**src/rtl/mrsc_pkg.sv**
```systemverilog
// MRSC 16/32 codec definitions: widths, syndrome struct and codeword helpers.
// Codeword bit c0 is the MSB of a lane slice; matrices are indexed [row][col].
package mrsc_pkg;
  localparam int MRSC_CW_W = 32;
  localparam int MRSC_DW   = 16;

  typedef logic [3:0][3:0] mrsc_mat_t;

  typedef struct packed {
    logic [3:0][1:0] l;
    logic [3:0]      sp;
    logic [3:0]      sd;
  } mrsc_syn_t;

  // s[r][j] = c[r+4j]
  function automatic mrsc_mat_t mrsc_matrix(input logic [MRSC_CW_W-1:0] cw);
    logic [MRSC_CW_W-1:0] c;
    mrsc_mat_t            m;
    c = {<<{cw}};
    for (int r = 0; r < 4; r++) begin
      for (int j = 0; j < 4; j++) begin
        m[r][j] = c[r+4*j];
      end
    end
    return m;
  endfunction

  function automatic mrsc_syn_t mrsc_syndrome(input logic [MRSC_CW_W-1:0] cw);
    logic [MRSC_CW_W-1:0] c;
    mrsc_syn_t            syn;
    c = {<<{cw}};
    for (int r = 0; r < 4; r++) begin
      syn.l[r][0] = c[r]   ^ c[r+8]  ^ c[24+2*r];
      syn.l[r][1] = c[r+4] ^ c[r+12] ^ c[25+2*r];
    end
    // Column check bits are not stored in column order.
    syn.sp[0] = ^c[3:0]   ^ c[20];
    syn.sp[1] = ^c[7:4]   ^ c[22];
    syn.sp[2] = ^c[11:8]  ^ c[23];
    syn.sp[3] = ^c[15:12] ^ c[21];
    syn.sd[0] = c[0]  ^ c[5]  ^ c[2]  ^ c[7]  ^ c[16];
    syn.sd[1] = c[4]  ^ c[1]  ^ c[6]  ^ c[3]  ^ c[18];
    syn.sd[2] = c[8]  ^ c[13] ^ c[10] ^ c[15] ^ c[19];
    syn.sd[3] = c[12] ^ c[9]  ^ c[14] ^ c[11] ^ c[17];
    return syn;
  endfunction
endpackage

```
**src/rtl/mrsc_lane_corr.sv**
```systemverilog
// Combinational single-lane MRSC correction from raw matrix and syndromes.
// Emits transposed data (d[4r+j] = s[r][j]); raw data when correction is off.
module mrsc_lane_corr
  import mrsc_pkg::*;
(
  input  mrsc_mat_t          mat,
  input  mrsc_syn_t          syn,
  input  logic               correct_en,
  output logic [MRSC_DW-1:0] data,
  output logic               corr
);
  logic               fix_en;
  logic [2:0]         q1;
  logic [2:0]         q2;
  mrsc_mat_t          fix;
  logic [MRSC_DW-1:0] d_fix;
  logic [MRSC_DW-1:0] d_raw;

  always_comb begin
    fix_en = ((syn.sp != 4'd0) && (syn.sd != 4'd0)) || ($countones(syn.l) > 1);
    q1 = 3'(syn.sp[0]) + 3'(syn.sp[1]) + 3'(syn.sd[0]) + 3'(syn.sd[1]);
    q2 = 3'(syn.sp[2]) + 3'(syn.sp[3]) + 3'(syn.sd[2]) + 3'(syn.sd[3]);
    fix = mat;
    if (fix_en) begin
      for (int r = 0; r < 4; r++) begin
        if (q1 > q2) begin
          fix[r][0] = mat[r][0] ^ syn.l[r][0];
          fix[r][1] = mat[r][1] ^ syn.l[r][1];
        end else if (q1 < q2) begin
          fix[r][2] = mat[r][2] ^ syn.l[r][0];
          fix[r][3] = mat[r][3] ^ syn.l[r][1];
        end else if ({syn.sp[1:0], syn.sd[1:0]} != 4'd0) begin
          fix[r][1] = mat[r][1] ^ syn.l[r][1];
          fix[r][2] = mat[r][2] ^ syn.l[r][0];
        end
      end
    end
    d_fix = '0;
    d_raw = '0;
    for (int r = 0; r < 4; r++) begin
      for (int j = 0; j < 4; j++) begin
        d_fix[MRSC_DW-1-(4*r+j)] = fix[r][j];
        d_raw[MRSC_DW-1-(4*r+j)] = mat[r][j];
      end
    end
    corr = correct_en && (d_fix != d_raw);
    data = correct_en ? d_fix : d_raw;
  end
endmodule

```
**src/rtl/mrsc_decoder_pipe.sv**
```systemverilog
// Multi-lane MRSC 16/32 decoder, 2-cycle latency, 1 beat/cycle, valid/ready.
// Both stages hold under out_ready=0; in_ready drops once S1 and S2 are full.
module mrsc_decoder_pipe
  import mrsc_pkg::*;
#(
  parameter int LANES = 1,
  parameter int CNT_W = 16
) (
  input  logic                       clk,
  input  logic                       rst,
  input  logic                       in_valid,
  output logic                       in_ready,
  input  logic [MRSC_CW_W*LANES-1:0] in_data,
  input  logic                       cfg_correct_en,
  output logic                       out_valid,
  input  logic                       out_ready,
  output logic [MRSC_DW*LANES-1:0]   out_data,
  output logic [LANES-1:0]           out_syn_nz,
  output logic [LANES-1:0]           out_corr,
  input  logic                       cnt_clear,
  output logic [CNT_W-1:0]           cnt_err,
  output logic [CNT_W-1:0]           cnt_corr
);
  localparam int               SUM_W   = CNT_W + 4;
  localparam logic [SUM_W-1:0] CNT_MAX = SUM_W'({CNT_W{1'b1}});

  mrsc_mat_t          in_mat      [LANES];
  mrsc_syn_t          in_syn      [LANES];
  mrsc_mat_t          s1_mat      [LANES];
  mrsc_syn_t          s1_syn      [LANES];
  logic [MRSC_DW-1:0] lane_data   [LANES];
  logic               lane_corr   [LANES];
  logic               lane_syn_nz [LANES];
  logic               s1_vld;
  logic               s1_cfg;
  logic               s2_adv;
  logic               out_fire;
  logic [SUM_W-1:0]   err_sum;
  logic [SUM_W-1:0]   corr_sum;

  assign s2_adv   = !out_valid || out_ready;
  assign in_ready = !s1_vld || s2_adv;
  assign out_fire = out_valid && out_ready;

  for (genvar n = 0; n < LANES; n++) begin : g_lane
    logic [MRSC_CW_W-1:0] cw;
    assign cw             = in_data[MRSC_CW_W*n +: MRSC_CW_W];
    assign in_mat[n]      = mrsc_matrix(cw);
    assign in_syn[n]      = mrsc_syndrome(cw);
    assign lane_syn_nz[n] = |s1_syn[n];

    mrsc_lane_corr u_corr (
      .mat        (s1_mat[n]),
      .syn        (s1_syn[n]),
      .correct_en (s1_cfg),
      .data       (lane_data[n]),
      .corr       (lane_corr[n])
    );
  end

  always_ff @(posedge clk or posedge rst) begin
    if (rst) begin
      s1_vld <= 1'b0;
      s1_cfg <= 1'b0;
      for (int n = 0; n < LANES; n++) begin
        s1_mat[n] <= '0;
        s1_syn[n] <= '0;
      end
    end else if (in_ready) begin
      s1_vld <= in_valid;
      if (in_valid) begin
        s1_cfg <= cfg_correct_en;
        for (int n = 0; n < LANES; n++) begin
          s1_mat[n] <= in_mat[n];
          s1_syn[n] <= in_syn[n];
        end
      end
    end
  end

  always_ff @(posedge clk or posedge rst) begin
    if (rst) begin
      out_valid  <= 1'b0;
      out_data   <= '0;
      out_syn_nz <= '0;
      out_corr   <= '0;
    end else if (s2_adv) begin
      out_valid <= s1_vld;
      if (s1_vld) begin
        for (int n = 0; n < LANES; n++) begin
          out_data[MRSC_DW*n +: MRSC_DW] <= lane_data[n];
          out_syn_nz[n]                  <= lane_syn_nz[n];
          out_corr[n]                    <= lane_corr[n];
        end
      end
    end
  end

  // Sums are wide enough for a full beat of flags on top of a saturated count.
  assign err_sum  = SUM_W'(cnt_err)  + SUM_W'($countones(out_syn_nz));
  assign corr_sum = SUM_W'(cnt_corr) + SUM_W'($countones(out_corr));

  always_ff @(posedge clk or posedge rst) begin
    if (rst) begin
      cnt_err  <= '0;
      cnt_corr <= '0;
    end else if (cnt_clear) begin
      cnt_err  <= '0;
      cnt_corr <= '0;
    end else if (out_fire) begin
      cnt_err  <= (err_sum  > CNT_MAX) ? '1 : err_sum[CNT_W-1:0];
      cnt_corr <= (corr_sum > CNT_MAX) ? '1 : corr_sum[CNT_W-1:0];
    end
  end
endmodule

```
**config.mk**
```make
export PLATFORM = sky130hd
export DESIGN_NAME = mrsc_decoder_pipe
export DESIGN_NICKNAME = d
export VERILOG_FILES = /design/src/rtl/mrsc_pkg.sv /design/src/rtl/mrsc_lane_corr.sv /design/src/rtl/mrsc_decoder_pipe.sv
export SDC_FILE = /design/constraint.sdc
export NUM_CORES = 1
export LEC_CHECK = 0
export CORE_UTILIZATION = 57
export DETAILED_ROUTE_END_ITERATION = 8
export GPL_ROUTABILITY_DRIVEN = 1
export PLACE_DENSITY = 0.86
export SLEW_MARGIN = 20
export SYNTH_ARGS = -nofsm -noshare
export SYNTH_HDL_FRONTEND = slang
export SYNTH_HIERARCHICAL = 1
export SYNTH_SLANG_ARGS = --single-unit
```
**constraint.sdc**
```tcl
create_clock -name clk -period 9 [get_ports clk]
set_clock_uncertainty 0.1 [all_clocks]
set_input_delay 0.9 -clock clk [delete_from_list [all_inputs] [get_ports clk]]
set_output_delay 0.9 -clock clk [all_outputs]
set_load 0.02 [all_outputs]
```
; Word level (Yosys, flattened, before mapping)
; Cells that the tools add are included.
[word_totals]
inputBits = 38
regBits = 85
out_inout_bits = 52
[classes]
n_reduce_logical = 19
n_lt_le_gt_ge = 5
add_sub_neg = 15
bitwise_logic = 52
mux = 36
eq_ne = 1
[op_table]
columns = cell, n
row1 = $mux W16, 8
row2 = $add A32 B32 Y32, 3
row3 = $xor A1 B1 Y1, 52
row4 = $add A16 B1 Y17, 2
row5 = $gt A17 B16 Y1 const B, 2
row6 = $gt A32 B2 Y1 const B, 1
row7 = $mux W1, 20
row8 = $mux W2, 8
row9 = $ne A16 B16 Y1, 1
row10 = $reduce_or A16 Y1, 1
row11 = $reduce_xor A4 Y1, 4
row12 = $add A1 B1 Y2, 6
row13 = $add A3 B1 Y3, 4
row14 = $reduce_bool A4 Y1, 3
row15 = $reduce_and A2 Y1, 2
row16 = $gt A3 B3 Y1, 1
row17 = $logic_and A1 B1 Y1, 3
row18 = $logic_or A1 B1 Y1, 3
row19 = $lt A3 B3 Y1, 1
row20 = $logic_not A1 Y1, 2
row21 = $reduce_bool A2 Y1, 1

; Longest topological paths before layout
; Gate-level depths: netlist of run 1.
[depth]
word_depth = 9
mapped_depth = 13

; By module
; Netlist of run 1, hierarchy kept.
[by_module_without_submodules]
columns = module, cells_each, area_each_um2, seq_area_each_um2, instances
row1 = mrsc_decoder_pipe, 381, 4202.8, 2127.0, 1
row2 = mrsc_lane_corr, 88, 715.7, 0.0, 1

; Least setup slack after synthesis of run 1
; No wires, ideal clock.
[synth_path]
path_kind = register to register
start = reg s1_syn[8] in the netlist's numbering
end = reg out_data[14]
n_path_buf = 1
setup_ns = 0.125
setup_slack_ns = 5.618
stages_incl_launch_ff = 14
t_arrival_ns = 3.157
required_time_ns = 8.775
cell_sequence = dfrtp_1 > inv_1 > fa_1 > fa_1 > fa_1 > inv_1 > fa_1 > nand2_1 > a211oi_2 > o221ai_2 > buf_6 > nand4_1 > xnor2_1 > mux2_2
[synth_lines]
columns = item, line_no
row1 = from (decl), mrsc_decoder_pipe.sv:30  ; mrsc_syn_t s1_syn [LANES];
row2 = "from (signal, indexed assignment)", mrsc_decoder_pipe.sv:75  ; s1_syn[n] <= in_syn[n];
row3 = "to (signal, indexed assignment)", mrsc_decoder_pipe.sv:91  ; out_data[MRSC_DW*n +: MRSC_DW] <= lane_data[n];
row4 = to (decl), mrsc_decoder_pipe.sv:17  ; output logic [MRSC_DW*LANES-1:0] out_data,

==> flow_metrics.tcl, run 1 <==
set metrics [dict create \
    status "finished, final reports clean" \
    rows 33 \
    placed_area_mm2 0.005869 \
    crit_fanout 17 \
    pwr-share-comb 0.434 \
    tightest_slew_ns 0.8476 \
    num_io_pins 90 \
    coreArea_mm2 0.008299 \
    critPathLaunchType "flip-flop" \
    setup_viol 0 \
    place_ws_ns 5.143 \
    ys_ff_latch 85 \
    cts_setup_buffers 0 \
    detail-route-antenna-nets 0 \
    synth_area_mm2 0.004918 \
    routed_wl_mm 11.21 \
    synthTopCellsByArea "dfrtp_1 (43%), mux2_2 (7.8%), xnor2_1 (7.1%)" \
    maxCapViolations 0 \
    ys_seq_area_frac 0.4325 \
    syn_nets 529 \
    drc_errors 0 \
    cpMaxStageDelayCell "o221ai_2" \
    pwr-share-clk 0.205 \
    place_congestion 0.8460 \
    power.density_mw_per_mm2 238.7 \
    first_pass_iters 5 \
    synth_area_per_cell_um2 10.49 \
    io_buffer_count 89 \
    num_vias 4017 \
    design.die.area_mm2 0.009004 \
    switching_share 0.3797 \
    grt_max_degree 86 \
    ys_dominant_reg_cell "dfrtp_1" \
    synth_top_area_frac 0.4325 \
    hold_path_class "reg2reg" \
    gr-usage-all-layers 0.2678 \
    htreeDepth 3 \
    clkTransAtPathRegs_ns 0.09 \
    syn_inst 469 \
    via_per_inst 6.077 \
    chipWidth_um 94.89 \
    num_antenna_cells 0 \
    wl_per_cell_um 16.96 \
    clock-root-buffer "clkbuf_8" \
    cp_cell_sequence "inv_1 > fa_1 > fa_1 > fa_1 > inv_1 > fa_1 > nand2_1 > a211oi_2 > o221ai_2 > nand4_1 > xnor2_1 > mux2_2" \
    critPathKind "reg2reg" \
    cts.sinks 85 \
    synthDistinctLibCells 45 \
    leakage_nw 2.530 \
    initial_core_util 0.5926 \
    grt_pass1_wl_mm 18.61 \
    p_sw_uw 551.1 \
    fmax_ghz 0.2579 \
    ctsHoldBuffers 0 \
    cp_data_required_time_ns 9.14 \
    cts_resized 0 \
    synth-edff-count 0 \
    tns_ns 0 \
    tritoncts "done" \
    power_mw 1.452 \
    intPower_uw 900.5 \
    maxSlewViolCount 0 \
    yosysTopAreaCell "dfrtp_1" \
    ir_drop_mv 0.1413 \
    dieHeight_um 94.89 \
    hpwlAfterDp_mm 7.954 \
    cts_made_buffers 9 \
    worst_setup_path_end_kind "flip-flop" \
    finalCriticalPeriod_ns 3.878 \
    worstPathArrival_ns 4.02 \
    clockBufferDepth 2 \
    dr.first_iter.drc_count 175 \
    hold_viol_final 0 \
    ys_warn_count 6 \
    rsz0062_at_grt "no" \
    nNetsFinal 612 \
    area_growth_pct 23.66 \
    grt_pass1_vias 3827 \
    grt_antenna_before_repair 0 \
    clock_latency_ns 0.36 \
    fin_ws_ns 5.122 \
    max_stage_delay_ns 0.66 \
    relSlewSlack 0.4335 \
    finalCritPeriodShare 0.4309 \
    design_area_mm2 0.006082 \
    grt-ovfl-total 0 \
    p_seq_frac 0.361 \
    crit_path_frequent_cell "fa_1" \
    async_flop_share 1.000 \
    drive_gt1_frac 0.1205 \
]
## logic make-up after synthesis
group,count (synthesis),share of synthesized area
and+or+nand+nor,152,0.1867
DFF,85,0.4325
adders and majority gates,22,0.06512
AOI/OAI and AO/OA,76,0.1002
muxes,34,0.07784
xor gates and xnor gates,57,0.1015
buffers and inverters,43,0.03612
## cell type report
class | count | area, µm²
clock buffers | 11 | 141.4
clock inverters | 4 | 72.57
fillers | 584 | 2217
inverters | 24 | 91.34
multi-input cells | 341 | 2614
flip-flops and latches | 85 | 2127
well taps | 105 | 131.4
repair buffers | 91 | 904.6
## power groups by stage
stage | combinational, mW | clock [mW] | sequential, mW
after floorplan | 0.380 | 0 | 0.561
after global placement | 0.599 | 0 | 0.525
after detailed placement | 0.630 | 0 | 0.528
after CTS | 0.634 | 0.300 | 0.522
after global routing | 0.693 | 0.315 | 0.533
final | 0.630 | 0.298 | 0.524
## worst max-delay path: cells and delay by family, from the launching register on
family	cells	cell delay, ns
buffers and inverters	2	0.16
and+or+nand+nor	2	0.32
xor gates and xnor gates	1	0.18
adders and majority gates	4	1.58
AOI/OAI and AO/OA	2	0.71
muxes	1	0.25
DFF	1	0.45
## final timing paths
kind	from	depth (start not counted)	slack, ns	end
max	s1_syn[8]	12	5.12	out_data[10]
min	out_data[14]	1	0.41	out_data[14]
max reg2reg	s1_syn[8]	12	5.12	out_data[10]
min reg2reg	out_data[14]	1	0.41	out_data[14]
max in group asynchronous	rst	3	7.31	s1_syn[12]
min in group asynchronous	rst	3	0.97	out_data[4]
## flip-flops by register name, indices dropped and copies added (netlist names)
| signal | cells |
|---|---|
| s1_vld | 1 |
| s1_cfg | 1 |
| cnt_corr | 16 |
| s1_mat | 16 |
| s1_syn | 16 |
| out_valid | 1 |
| out_data | 16 |
| out_syn_nz | 1 |
| out_corr | 1 |
| cnt_err | 16 |
## metrics by stage
stage	utilization	cells	hold WS [ns]
after floorplan	-	469	0.3572
after CTS	0.7330	661	0.4141
after global routing	0.7329	661	0.4429
final	0.7329	661	0.4124
after detailed placement	0.7072	646	0.3946
after global placement	0.7072	646	0.3776
## synthesized netlist by cell type, types with 3 or more instances
cell type	count
nand3_1	20
and4b_1	3
dfrtp_1	85
a31oi_1	14
nand4_1	21
fa_1	6
nand4_2	3
nor3_1	19
a211oi_1	6
nor4_4	3
a311oi_1	3
mux2_2	34
ha_1	16
and4_1	7
o21bai_1	6
a21oi_1	13
xor2_1	17
o21ai_0	21
nand2b_1	3
nor4_1	11
xnor2_1	40
inv_1	24
buf_2	5
nand2_1	32
clkbuf_1	11
nor2_1	14
and3_1	6
## placed cells by master (no fill, tap or decap), drive strengths merged, types with 3 or more instances in the layout
| master | instances |
|---|---|
| dfrtp | 85 |
| a211oi | 8 |
| ha | 16 |
| nand2 | 33 |
| nor2 | 14 |
| and4 | 7 |
| nor4 | 15 |
| o21ai | 22 |
| buf | 3 |
| clkdlybuf4s50 | 88 |
| and4b | 3 |
| nand2b | 3 |
| a311oi | 3 |
| xor2 | 17 |
| mux2 | 34 |
| clkbuf | 11 |
| xnor2 | 40 |
| nor3 | 21 |
| and3 | 6 |
| fa | 6 |
| a31oi | 14 |
| inv | 23 |
| nand3 | 20 |
| o21bai | 6 |
| nand4 | 25 |
| a21oi | 13 |
## routing by layer
metal  part of all wire  track usage  up-vias  wire length, µm
met5                  0            0        -                0
met4              0.021      0.09975        0              230
met3              0.056      0.04348       26              625
met2               0.49       0.4460      160             5510
met1               0.43       0.3511     1968             4842
li1                   -            -     1863                -
Power figures use the tool's default switching activity.
==> run 2, diff against run 1 <==
- CORE_UTILIZATION: 57 -> 53
- PLACE_DENSITY: 0.86 -> 0.81
- clock period: 9 -> 3.7 ns (I/O delays scaled with it)
==> flow_metrics.tcl, run 2 (synthesis results as in run 1) <==
set metrics [dict create \
    htreeDepth 3 \
    routed_wl_mm 11.42 \
    drive_gt1_frac 0.1297 \
    crit_path_start "s1_syn[8]" \
    cts_resized 0 \
    cts_made_buffers 9 \
    cp_top_family "adder cells" \
    initial_core_util 0.5559 \
    cp_data_required_time_ns 3.82 \
    violations "design-rule violations" \
    relSlewSlack 0.4328 \
    critPathLaunchType "flip-flop" \
    coreArea_mm2 0.008848 \
    crit_buf_inv 3 \
    cpMaxStageDelayCell "fa_1" \
    dieHeight_um 98.34 \
    num_antenna_cells 0 \
    final_common_cell "clkdlybuf4s50_1" \
    grt_max_degree 50 \
    clockBufferDepth 2 \
    top_layer "met4" \
    dr.first_iter.drc_count 180 \
    cp_num_cells 13 \
    design.die.area_mm2 0.009670 \
    critPathKind "reg2reg" \
    finalCritPeriodShare 0.9484 \
    tns_ns 0 \
    drc_errors 4 \
    via_per_inst 5.949 \
    final_cell_mix "clkdlybuf4s50_1 (88), dfrtp_1 (84), xnor2_1 (40), mux2_2 (34), nand2_1 (32)" \
    hold_path_class "in2async" \
    gr-usage-all-layers 0.2493 \
    chipWidth_um 98.34 \
    cts_setup_buffers 0 \
    finalCriticalPeriod_ns 3.509 \
    setup_viol 0 \
    maxSlewViolCount 0 \
    hold_viol_final 0 \
    first_pass_iters 9 \
    reg2reg_depth 13 \
    nNetsFinal 618 \
    tightest_slew_ns 0.8487 \
    num_io_pins 90 \
    met2_length_mm 5.760 \
    ctsHoldBuffers 0 \
    cp_cell_sequence "inv_1 > fa_1 > fa_1 > fa_1 > inv_1 > fa_1 > nand2_1 > a211oi_2 > o221ai_2 > buf_4 > nand4_1 > xnor2_1 > mux2_2" \
    area_growth_pct 24.47 \
    ir_drop_mv 0.3181 \
    detail-route-antenna-nets 0 \
    grt_pass1_wl_mm 19.18 \
    wl_per_cell_um 17.02 \
    num_vias 3992 \
    maxCapViolations 0 \
    rsz0062_at_grt "no" \
    power.density_mw_per_mm2 583.2 \
    power_mw 3.570 \
    r2r_start "s1_syn[8]" \
    fmax_ghz 0.2850 \
    place_ws_ns 0.1715 \
    fin_ws_ns 0.1908 \
    clkTransAtPathRegs_ns 0.09 \
    clock_latency_ns 0.35 \
    worstPathArrival_ns 3.63 \
    grt_pass1_vias 3989 \
    rows 34 \
    grt-ovfl-total 0 \
    placed_area_mm2 0.005918 \
    status "finished, violations left" \
    place_congestion 0.9161 \
    hpwlAfterDp_mm 8.330 \
    tritoncts "done" \
    max_stage_delay_ns 0.56 \
    worst_setup_path_end_kind "flip-flop" \
    crit_fanout 17 \
    wirelength_met1_mm 4.871 \
    clock-root-buffer "clkbuf_8" \
    wl_met3_um 646 \
    grt_antenna_before_repair 0 \
    crit_path_frequent_cell "fa_1" \
    io_buffer_count 89 \
    cts.sinks 85 \
    leakage_nw 2.552 \
    design_area_mm2 0.006122 \
]
[run 2: cell types whose count changed in the layout (fill, tap and decap cells not counted), sizes merged]
cell,before,now
buf,3,9
clkbuf,11,12
[run 2: per-layer routing]
| metal | vias up | track usage |
|---|---|---|
| met5 | - | 0 |
| met4 | 0 | 0.08152 |
| met3 | 13 | 0.04510 |
| met2 | 140 | 0.4269 |
| met1 | 1956 | 0.3205 |
| li1 | 1883 | - |
[run 2: final cells by class]
cell class,instances,area (µm²)
Timing Repair Buffer,97,945.9
Clock buffer,12,135.1
Sequential cell,85,2128
Multi-Input combinational cell,341,2614
Fill cell,692,2726
Tap cell,108,135.1
Clock inverter,4,72.57
Inverter,24,91.34
[run 2: path summary, 6_finish.rpt]
| kind | end | slack (ns) |
|---|---|---|
| min | s1_mat[5] | 0.34 |
| min in group clk | out_valid | 0.41 |
| max in group asynchronous | s1_syn[8] | 2.36 |
| max | out_data[3] | 0.19 |
| min reg2reg | out_valid | 0.41 |
| max reg2reg | out_data[3] | 0.19 |
[run 2: power by group]
group	switching (mW)	internal, mW	leakage, nW
registers	0.173	1.10	1.07
clock network	0.323	0.381	0.101
logic	0.854	0.739	1.38
[run 2: through the flow]
step                      cells  hold slack (ns)    util
final                       671           0.3392  0.6919
after global placement      655           0.3672  0.6688
after CTS                   671           0.3607  0.6923
after global routing        671           0.4009  0.6919
after floorplan             469           0.3572       -
after detailed placement    655           0.3761  0.6688
